===== src/rtl/pe_array_ctrl_if.sv =====
// Handshake/control bundle between a job issuer (master) and pe_array_ctrl (slave).
interface pe_array_ctrl_if #(
  parameter int unsigned ARRAY_SIZE = 4,
  parameter int unsigned LEN_W      = 8,
  parameter int unsigned ADDR_W     = 8
) ();

  logic                  start_i;
  logic                  abort_i;
  logic [LEN_W-1:0]      cfg_len_i;
  logic                  weight_en_o;
  logic [ADDR_W-1:0]     w_addr_o;
  logic [ARRAY_SIZE-1:0] ifmap_en_o;
  logic [ADDR_W-1:0]     x_addr_o;
  logic                  psum_en_o;
  logic                  busy_o;
  logic                  done_o;
  logic [31:0]           cycle_cnt_o;

  modport master (
    output start_i, abort_i, cfg_len_i,
    input  weight_en_o, w_addr_o, ifmap_en_o, x_addr_o, psum_en_o, busy_o, done_o, cycle_cnt_o
  );

  modport slave (
    input  start_i, abort_i, cfg_len_i,
    output weight_en_o, w_addr_o, ifmap_en_o, x_addr_o, psum_en_o, busy_o, done_o, cycle_cnt_o
  );

endinterface


===== src/rtl/pe_array_ctrl.sv =====
// Job sequencer for an NxN systolic PE array: weight load, skewed ifmap stream, psum drain.
// Optional job cycle counter enabled by defining PE_ARRAY_CTRL_PERF_CNT_EN.
module pe_array_ctrl #(
  parameter int unsigned ARRAY_SIZE = 4,
  parameter int unsigned LEN_W      = 8,
  parameter int unsigned ADDR_W     = 8
) (
  input  logic              clk,
  input  logic              rst_n,
  pe_array_ctrl_if.slave    bus
);

  localparam int unsigned DlyLen = 2 * ARRAY_SIZE;
  localparam int unsigned DlyCntW = $clog2(DlyLen) + 1;
  localparam int unsigned CntW = (LEN_W > DlyCntW) ? LEN_W : DlyCntW;

  localparam logic [2:0] StIdle   = 3'd0;
  localparam logic [2:0] StLoadW  = 3'd1;
  localparam logic [2:0] StStream = 3'd2;
  localparam logic [2:0] StDrain  = 3'd3;
  localparam logic [2:0] StDone   = 3'd4;

  logic [2:0]            state_q, state_d;
  logic [LEN_W-1:0]      len_q, len_d;
  logic [CntW-1:0]       cnt_q, cnt_d;
  logic [ADDR_W-1:0]     w_addr_q, w_addr_d;
  logic [ADDR_W-1:0]     x_addr_q, x_addr_d;
  logic [DlyLen-1:0]     dly_q, dly_d;
  logic                  stream_v;
  logic [ARRAY_SIZE-1:0] ifmap_en;

  assign stream_v = (state_q == StStream);

  always_comb begin
    state_d  = state_q;
    len_d    = len_q;
    cnt_d    = cnt_q;
    w_addr_d = w_addr_q;
    x_addr_d = x_addr_q;
    dly_d    = {dly_q[DlyLen-2:0], stream_v};
    if (bus.abort_i) begin
      state_d  = StIdle;
      cnt_d    = '0;
      w_addr_d = '0;
      x_addr_d = '0;
      dly_d    = '0;
    end else begin
      case (state_q)
        StIdle: begin
          if (bus.start_i) begin
            len_d   = bus.cfg_len_i;
            cnt_d   = '0;
            state_d = (bus.cfg_len_i != '0) ? StLoadW : StDone;
          end
        end
        // Addresses advance only while staying in the phase, so they hold the last
        // issued address afterwards.
        StLoadW: begin
          if (cnt_q == CntW'(ARRAY_SIZE - 1)) begin
            state_d = StStream;
            cnt_d   = '0;
          end else begin
            cnt_d    = cnt_q + CntW'(1);
            w_addr_d = w_addr_q + ADDR_W'(1);
          end
        end
        StStream: begin
          if (cnt_q == CntW'(len_q) - CntW'(1)) begin
            state_d = StDrain;
            cnt_d   = '0;
          end else begin
            cnt_d    = cnt_q + CntW'(1);
            x_addr_d = x_addr_q + ADDR_W'(1);
          end
        end
        StDrain: begin
          if (cnt_q == CntW'(DlyLen - 1)) begin
            state_d = StDone;
            cnt_d   = '0;
          end else begin
            cnt_d = cnt_q + CntW'(1);
          end
        end
        StDone: begin
          state_d  = StIdle;
          w_addr_d = '0;
          x_addr_d = '0;
        end
        default: begin
          state_d  = StIdle;
          cnt_d    = '0;
          w_addr_d = '0;
          x_addr_d = '0;
        end
      endcase
    end
  end

  always_ff @(posedge clk) begin
    if (!rst_n) begin
      state_q  <= StIdle;
      len_q    <= '0;
      cnt_q    <= '0;
      w_addr_q <= '0;
      x_addr_q <= '0;
      dly_q    <= '0;
    end else begin
      state_q  <= state_d;
      len_q    <= len_d;
      cnt_q    <= cnt_d;
      w_addr_q <= w_addr_d;
      x_addr_q <= x_addr_d;
      dly_q    <= dly_d;
    end
  end

  // Row r sees the stream r cycles late; row 0 is the live stream_v.
  for (genvar r = 0; r < ARRAY_SIZE; r++) begin : g_skew
    if (r == 0) begin : g_row0
      assign ifmap_en[r] = stream_v;
    end else begin : g_rown
      assign ifmap_en[r] = dly_q[r-1];
    end
  end

  assign bus.weight_en_o = (state_q == StLoadW);
  assign bus.w_addr_o    = w_addr_q;
  assign bus.ifmap_en_o  = ifmap_en;
  assign bus.x_addr_o    = x_addr_q;
  assign bus.psum_en_o   = dly_q[DlyLen-1];
  assign bus.busy_o      = (state_q != StIdle);
  assign bus.done_o      = (state_q == StDone);

`ifdef PE_ARRAY_CTRL_PERF_CNT_EN
  logic [31:0] cyc_q, cyc_d;

  always_comb begin
    cyc_d = cyc_q;
    if (state_q == StIdle && bus.start_i && !bus.abort_i) begin
      cyc_d = '0;
    end else if (state_q != StIdle) begin
      cyc_d = cyc_q + 32'd1;
    end
  end

  always_ff @(posedge clk) begin
    if (!rst_n) begin
      cyc_q <= '0;
    end else begin
      cyc_q <= cyc_d;
    end
  end

  assign bus.cycle_cnt_o = cyc_q;
`else
  assign bus.cycle_cnt_o = 32'd0;
`endif

endmodule


===== src/flat_wrapper.sv =====
// flat-port wrapper written by rule: the top's interface ports become plain ports
module pe_array_ctrl_flat 
#(
  parameter int unsigned ARRAY_SIZE = 4,
  parameter int unsigned LEN_W      = 8,
  parameter int unsigned ADDR_W     = 8
)
  (clk, rst_n, bus_start_i, bus_abort_i, bus_cfg_len_i, bus_weight_en_o, bus_w_addr_o, bus_ifmap_en_o, bus_x_addr_o, bus_psum_en_o, bus_busy_o, bus_done_o, bus_cycle_cnt_o);
  pe_array_ctrl_if #(.ARRAY_SIZE(ARRAY_SIZE), .LEN_W(LEN_W), .ADDR_W(ADDR_W)) bus_i ();
  input  logic clk;
  input  logic rst_n;
  input wire logic [$bits(bus_i.start_i)-1:0] bus_start_i;
  input wire logic [$bits(bus_i.abort_i)-1:0] bus_abort_i;
  input wire logic [$bits(bus_i.cfg_len_i)-1:0] bus_cfg_len_i;
  output wire logic [$bits(bus_i.weight_en_o)-1:0] bus_weight_en_o;
  output wire logic [$bits(bus_i.w_addr_o)-1:0] bus_w_addr_o;
  output wire logic [$bits(bus_i.ifmap_en_o)-1:0] bus_ifmap_en_o;
  output wire logic [$bits(bus_i.x_addr_o)-1:0] bus_x_addr_o;
  output wire logic [$bits(bus_i.psum_en_o)-1:0] bus_psum_en_o;
  output wire logic [$bits(bus_i.busy_o)-1:0] bus_busy_o;
  output wire logic [$bits(bus_i.done_o)-1:0] bus_done_o;
  output wire logic [$bits(bus_i.cycle_cnt_o)-1:0] bus_cycle_cnt_o;
  assign bus_i.start_i = bus_start_i;
  assign bus_i.abort_i = bus_abort_i;
  assign bus_i.cfg_len_i = bus_cfg_len_i;
  assign bus_weight_en_o = bus_i.weight_en_o;
  assign bus_w_addr_o = bus_i.w_addr_o;
  assign bus_ifmap_en_o = bus_i.ifmap_en_o;
  assign bus_x_addr_o = bus_i.x_addr_o;
  assign bus_psum_en_o = bus_i.psum_en_o;
  assign bus_busy_o = bus_i.busy_o;
  assign bus_done_o = bus_i.done_o;
  assign bus_cycle_cnt_o = bus_i.cycle_cnt_o;
  pe_array_ctrl #(.ARRAY_SIZE(ARRAY_SIZE), .LEN_W(LEN_W), .ADDR_W(ADDR_W)) u_core (.clk(clk), .rst_n(rst_n), .bus(bus_i));
endmodule

===== config.mk =====
export PLATFORM = sky130hd
export DESIGN_NAME = pe_array_ctrl_flat
export DESIGN_NICKNAME = d
export VERILOG_FILES = /design/src/rtl/pe_array_ctrl_if.sv /design/src/rtl/pe_array_ctrl.sv /design/src/flat_wrapper.sv
export SDC_FILE = /design/constraint.sdc
export NUM_CORES = 1
export LEC_CHECK = 0
export BUFFER_PORTS_ARGS = -buffer_cell sky130_fd_sc_hd__buf_2
export CAP_MARGIN = 25
export CORE_MARGIN = 3
export CORE_UTILIZATION = 57
export DETAILED_ROUTE_END_ITERATION = 10
export PLACE_DENSITY = 0.84
export SETUP_SLACK_MARGIN = 0.1
export SLEW_MARGIN = 20
export SYNTH_ARGS = -nofsm -noshare
export SYNTH_HDL_FRONTEND = slang
export SYNTH_SLANG_ARGS = --single-unit

===== constraint.sdc =====
create_clock -name clk -period 4.67 [get_ports clk]
set_input_delay 0.7005 -clock clk [delete_from_list [all_inputs] [get_ports clk]]
set_output_delay 0.7005 -clock clk [all_outputs]
set_load 0.01 [all_outputs]

==> results of run 1 <==
-- per-stage QoR --
step	hold slack (ns)	power [uW]
final	0.430	699
after global routing	0.460	729
after CTS	0.434	703
after detailed placement	0.414	461
after global placement	0.411	459
after floorplan	0.406	465
-- power by group through the flow --
stage | Clock [uW] | Sequential (uW) | Combinational [uW]
final | 245 | 378 | 75.9
after global routing | 266 | 379 | 83.9
after floorplan | 0 | 384 | 81.1
after detailed placement | 0 | 387 | 74.5
after global placement | 0 | 387 | 72.8
after CTS | 250 | 378 | 75.1
-- cells by family (layout without fill, tap and decap cells) --
family | count (synthesis) | after routing
simple gates | 105 | 105
mux | 12 | 12
fa+ha+maj | 4 | 4
compound gates | 47 | 47
xor+xnor | 20 | 20
buf+inv | 53 | 49
other cells | 1 | 32
flops | 43 | 43
-- metal layers --
metal  global-route usage (%)  routed length, um
met5                        0                  0
met2                     32.0               2380
met1                     23.9               2150
met3                     5.61                328
met4                     6.24                 53
-- state kept, by name, summed over array words and instances (netlist names) --
| register | cells |
|---|---|
| u_core.bus.w_addr_o | 8 |
| u_core.bus.x_addr_o | 8 |
| u_core.cnt_q | 8 |
| u_core.dly_q | 8 |
| u_core.len_q | 8 |
| u_core.state_q | 3 |
-- cell type report --
cell class | instances | area share, %
Multi-Input combinational cell | 220 | 54.3
Sequential cell | 43 | 32.4
Timing Repair Buffer | 35 | 6.59
Clock buffer | 5 | 2.59
Tap cell | 50 | 2.35
Clock inverter | 3 | 0.895
Inverter | 6 | 0.847
-- worst min-delay path by stage --
stage	from	endpoint	slack, ns	cells past startpoint
CTS	u_core.dly_q[6]$_SDFF_PP0_	u_core.dly_q[7]$_SDFF_PP0_	0.43	1
global placement	u_core.dly_q[4]$_SDFF_PP0_	u_core.dly_q[5]$_SDFF_PP0_	0.41	1
detailed placement	u_core.dly_q[6]$_SDFF_PP0_	u_core.dly_q[7]$_SDFF_PP0_	0.41	1
finish	u_core.dly_q[6]$_SDFF_PP0_	u_core.dly_q[7]$_SDFF_PP0_	0.43	1
floorplan	u_core.dly_q[3]$_SDFF_PP0_	u_core.dly_q[4]$_SDFF_PP0_	0.41	1
global route	u_core.dly_q[6]$_SDFF_PP0_	u_core.dly_q[7]$_SDFF_PP0_	0.46	1
-- critical path: stages, from the launching register on --
cell and delay, ns:
dfxtp_1 0.50, inv_1 0.08, ha_1 0.28, o21ba_1 0.19, a221o_1 0.37, a32oi_4 0.34, a211oi_4 0.18, and3_1 0.20
a221o_1 0.25
-- cell usage after synthesis (4+ instances only) --
cell	n	area share, %
nor2b_1	9	2.2
a21oi_1	8	1.6
nor2_1	29	4.2
and3_1	5	1.2
clkbuf_8	4	2.1
dfxtp_1	43	33
ha_1	4	1.9
inv_1	6	0.87
and2_1	8	1.9
xor2_1	9	3.1
buf_4	37	11
xnor2_1	11	3.7
nand4_1	6	1.5
nor3_1	5	0.97
mux2i_1	11	4.3
o21ai_0	4	0.78
nand3_1	9	1.7
nand2_1	20	2.9
==> flow_summary.yaml, run 1 <==
synth:
  seq_area_frac_synth_pct: 33.3
  synth-main-ff-cell: "dfxtp_1"
  ys_ff_latch: 43
  synthCells: 285
  syn-cell-area_mm2: 0.00258
  syn_avg_cell_area_um2: 9.06
  async_flop_share_pct: 0
  synth_adder_area_share_pct: 1.94
  synth_xor_area_share_pct: 6.78
  synth_top_family_by_area: "simple AND/OR/NAND/NOR gates"
  ys_types: 58
  synth-compound-area-share_pct: 16.8
  synth-simple-area-share_pct: 21.1
  muxShareOfSynthArea_pct: 4.70
  synth_edf_count: 0
  ys_warn_count: 0
setup_path:
  cp.required_ns: 4.87
  crit_type: "reg2reg"
  timing.rr.start: "u_core.len_q[0]$_SDFFE_PN0P_"
  r2r_cells: 8
  r2r-end: "u_core.cnt_q[7]$_SDFFE_PP0P_"
  arrival_ns: 2.70
  reg2reg_slack_ns: 2.17
  cp_max_fo: 12
  crit_end: "u_core.cnt_q[7]$_SDFFE_PP0P_"
  cp-start-kind: "flop"
  startpoint: "u_core.len_q[0]$_SDFFE_PN0P_"
  endpoint_kind: "flop"
power:
  p_seq_share_pct: 54.1
  ir_drop_mv: 0.150
  pwr-share-comb_pct: 10.9
  switchingPower_uw: 192
  p_int_uw: 507
  pwr-share-clk_pct: 35.0
  p_leak_uw: 0.00121
  pwr_density_cell_mw_per_mm2: 263
  sw_frac_of_total_pct: 27.5
place:
  portBuffers: 35
  dpl.hpwl_um: 3730
  place_inst: 354
  routabilityCongestion: 0.867
  place_ws_ns: 2.19
  dpl-instance-area_mm2: 0.00256
clocking:
  clock_latency_ns: 0.30
  cts_buffers: 5
  cts_setup_buffers: 0
  clock-sinks: 43
  cts_hold_buf: 0
  ctsResizeCount: 0
  cts-root-buf: "clkbuf_8"
  clkSlewWorstSetupHoldPaths_ns: 0.09
  clock_path_buffers: 2
  h-tree-depth: 2
  cts_tree: "built"
drt:
  viasPerCell: 5.34
  via_count: 1934
  ant_nets: 0
  firstDrtPassIters: 4
  drt_iter0_drc: 117
  detail_route.drc_violations: 0
  wl_um: 4920
  wire_per_inst_um: 13.6
timing:
  finalMaxSlewViolations: 0
  period_share_pct: 53.6
  relSlewSlack_pct: 48.1
  worst_slew_pin_slew_ns: 0.777
  fmax_ghz: 0.399
  setup_viol: 0
  finClkSkew_ns: 0.00894
  fin_ws_ns: 2.17
  rsz0062_at_grt: "no"
  hold_viol_final: 0
  layout_min_cycle_time_ns: 2.50
  tns_ns: 0
global_routing:
  grt_pass1_vias: 1725
  grt_max_degree: 20
  grt_pass1_wl_um: 8040
  grt_overflow: 0
  grt_antenna_before_repair: 0
  grt_usage_pct: 19.2
floorplan:
  chipWidth_um: 73.3
  coreArea_mm2: 0.00417
  io_pins: 68
  initial_utilization_pct: 61.9
  row_count: 23
  dieArea_mm2: 0.00537
  die_h_um: 73.3
cells_and_area:
  drive_above_1_share_pct: 19.9
  final_cell_mix: "dfxtp_1, buf_2, conb_1, nor2_1, nand2_1"
  design_area_mm2: 0.00266
  final_cells: 362
  n_antenna_cell: 0
  multi_input_area_mm2: 0.00144
  nFillCells: 367
  regArea_um2: 861
  fin_nets: 327
  syn2layout_area_growth_pct: 2.91
  utilization_pct: 63.7
  final_common_cell: "dfxtp_1"
min_path:
  hold_path.class: "reg2reg"
run:
  maxCapViolCount: 0
run_status:
  status: "finished, final reports clean"
(Power assumes the default switching activity.)
==> run 2, diff against run 1 <==
--- a/config.mk
+++ b/config.mk
@@ -8,9 +8,9 @@
 export BUFFER_PORTS_ARGS = -buffer_cell sky130_fd_sc_hd__buf_2
 export CAP_MARGIN = 25
 export CORE_MARGIN = 3
-export CORE_UTILIZATION = 57
+export CORE_UTILIZATION = 53
 export DETAILED_ROUTE_END_ITERATION = 10
-export PLACE_DENSITY = 0.84
+export PLACE_DENSITY = 0.79
 export SETUP_SLACK_MARGIN = 0.1
 export SLEW_MARGIN = 20
 export SYNTH_ARGS = -nofsm -noshare
==> constraint.sdc (replaced) <==
create_clock -name clk -period 2.6 [get_ports clk]
set_input_delay 0.39 -clock clk [delete_from_list [all_inputs] [get_ports clk]]
set_output_delay 0.39 -clock clk [all_outputs]
set_load 0.01 [all_outputs]
==> flow_summary.yaml, run 2 (same netlist as run 1, synthesis figures left out) <==
setup_path:
  cp_max_fo: 12
  crit_type: "reg2reg"
  timing.rr.start: "u_core.len_q[1]$_SDFFE_PN0P_"
  r2r-end: "u_core.cnt_q[7]$_SDFFE_PP0P_"
  cp.required_ns: 2.78
  r2r_cells: 8
  endpoint_kind: "flop"
  reg2reg_slack_ns: 0.30
  arrival_ns: 2.48
  cp-start-kind: "flop"
place:
  dpl-instance-area_mm2: 0.00264
  dpl.hpwl_um: 3850
  routabilityCongestion: 0.877
  portBuffers: 35
timing:
  rsz0062_at_grt: "no"
  worst_slew_pin_slew_ns: 0.531
  finalMaxSlewViolations: 0
  period_share_pct: 88.6
  finClkSkew_ns: 0.00429
  layout_min_cycle_time_ns: 2.30
  fmax_ghz: 0.434
  hold_viol_final: 0
  tns_ns: 0
  setup_viol: 0
  relSlewSlack_pct: 64.1
global_routing:
  grt_pass1_vias: 1904
  grt_overflow: 0
  grt_max_degree: 14
  grt_antenna_before_repair: 0
  grt_usage_pct: 19.0
  grt_pass1_wl_um: 8570
clocking:
  clock_latency_ns: 0.29
  ctsResizeCount: 0
  clock-sinks: 43
  cts_hold_buf: 0
  clkSlewWorstSetupHoldPaths_ns: 0.08
  cts-root-buf: "clkbuf_8"
  cts_setup_buffers: 0
  clock_path_buffers: 2
  cts_tree: "built"
  h-tree-depth: 2
  cts_buffers: 5
cells_and_area:
  utilization_pct: 60.9
  final_common_cell: "dfxtp_1"
  n_antenna_cell: 0
  fin_nets: 335
  design_area_mm2: 0.00276
  drive_above_1_share_pct: 21.9
  syn2layout_area_growth_pct: 6.93
  final_cell_mix: "dfxtp_1, buf_2, conb_1, nor2_1, nand2_1"
drt:
  viasPerCell: 5.13
  wl_um: 5000
  drt_iter0_drc: 85
  via_count: 1976
  detail_route.drc_violations: 0
  firstDrtPassIters: 4
  wire_per_inst_um: 13.0
  ant_nets: 0
floorplan:
  io_pins: 68
  dieArea_mm2: 0.00575
  chipWidth_um: 75.8
  coreArea_mm2: 0.00453
  row_count: 24
  initial_utilization_pct: 57.0
  die_h_um: 75.8
min_path:
  whs_endpoint: "u_core.len_q[6]$_SDFFE_PN0P_"
  hold_path.class: "in2reg"
  hp-start: "bus_cfg_len_i[6]"
  holdPathStages: 3
power:
  p_leak_uw: 0.00127
  ir_drop_mv: 0.309
  pwr_density_cell_mw_per_mm2: 492
run_status:
  status: "finished, final reports clean"
run:
  maxCapViolCount: 0
-- run 2: cell types whose count changed in the layout (fill, tap and decap cells not counted) --
| cell | previous run | this run |
|---|---|---|
| buf_4 | 0 | 8 |
| clkinvlp_4 | 2 | 0 |
| clkinv_2 | 0 | 1 |
| bufinv_16 | 0 | 1 |
| inv_6 | 1 | 0 |
| clkbuf_8 | 5 | 6 |
-- run 2: cell type report --
cell class / count / area, um2
clock buffers: 6 / 82.6
clock inverters: 2 / 35.0
fillers: 407 / 1770
inverters: 6 / 22.5
multi-input cells: 220 / 1440
flip-flops and latches: 43 / 861
well taps: 65 / 81.3
repair buffers: 43 / 235
-- run 2: through the flow --
step / instances / setup WS (ns) / hold WS [ns] / total power [uW]
2_1_floorplan: 316 / 0.351 / 0.406 / 835
3_3_place_gp: 376 / 0.288 / 0.408 / 832
3_5_place_dp: 376 / 0.212 / 0.411 / 834
4_1_cts: 384 / 0.198 / 0.363 / 1370
5_1_grt: 385 / 0.118 / 0.387 / 1420
6_report: 385 / 0.297 / 0.369 / 1360
-- run 2: routing by layer --
metal,up-vias,part of all wire [%],GRT usage (%)
met4,0,1.1,4.66
met2,39,52,33.7
met3,6,3.8,4.09
li1,998,-,-
met5,-,0,0
met1,933,43,23.4
-- run 2: power by group --
| part | switching, uW | internal [uW] |
|---|---|---|
| sequential | 11.7 | 665 |
| combinational | 86.2 | 58.8 |
| clock | 224 | 311 |
| total | 322 | 1040 |
-- run 2: how the worst max path moves through the flow --
stage | end | slack [ns] | from | depth (start not counted)
floorplan | u_core.cnt_q[7]$_SDFFE_PP0P_ | 0.35 | u_core.len_q[0]$_SDFFE_PN0P_ | 8
global placement | u_core.cnt_q[7]$_SDFFE_PP0P_ | 0.29 | u_core.len_q[1]$_SDFFE_PN0P_ | 8
detailed placement | u_core.cnt_q[7]$_SDFFE_PP0P_ | 0.21 | u_core.len_q[1]$_SDFFE_PN0P_ | 8
CTS | u_core.cnt_q[7]$_SDFFE_PP0P_ | 0.20 | u_core.len_q[1]$_SDFFE_PN0P_ | 8
global route | u_core.cnt_q[2]$_SDFFE_PP0P_ | 0.12 | u_core.len_q[1]$_SDFFE_PN0P_ | 9
finish | u_core.cnt_q[7]$_SDFFE_PP0P_ | 0.30 | u_core.len_q[1]$_SDFFE_PN0P_ | 8
-- run 2: critical path: stages, from the launching register on --
cell and delay [ns]:
dfxtp_1 0.44, inv_1 0.07, ha_1 0.25, o21ba_1 0.19, a221o_1 0.37, a32oi_4 0.26
a211oi_4 0.16, and3_1 0.20, a221o_1 0.25
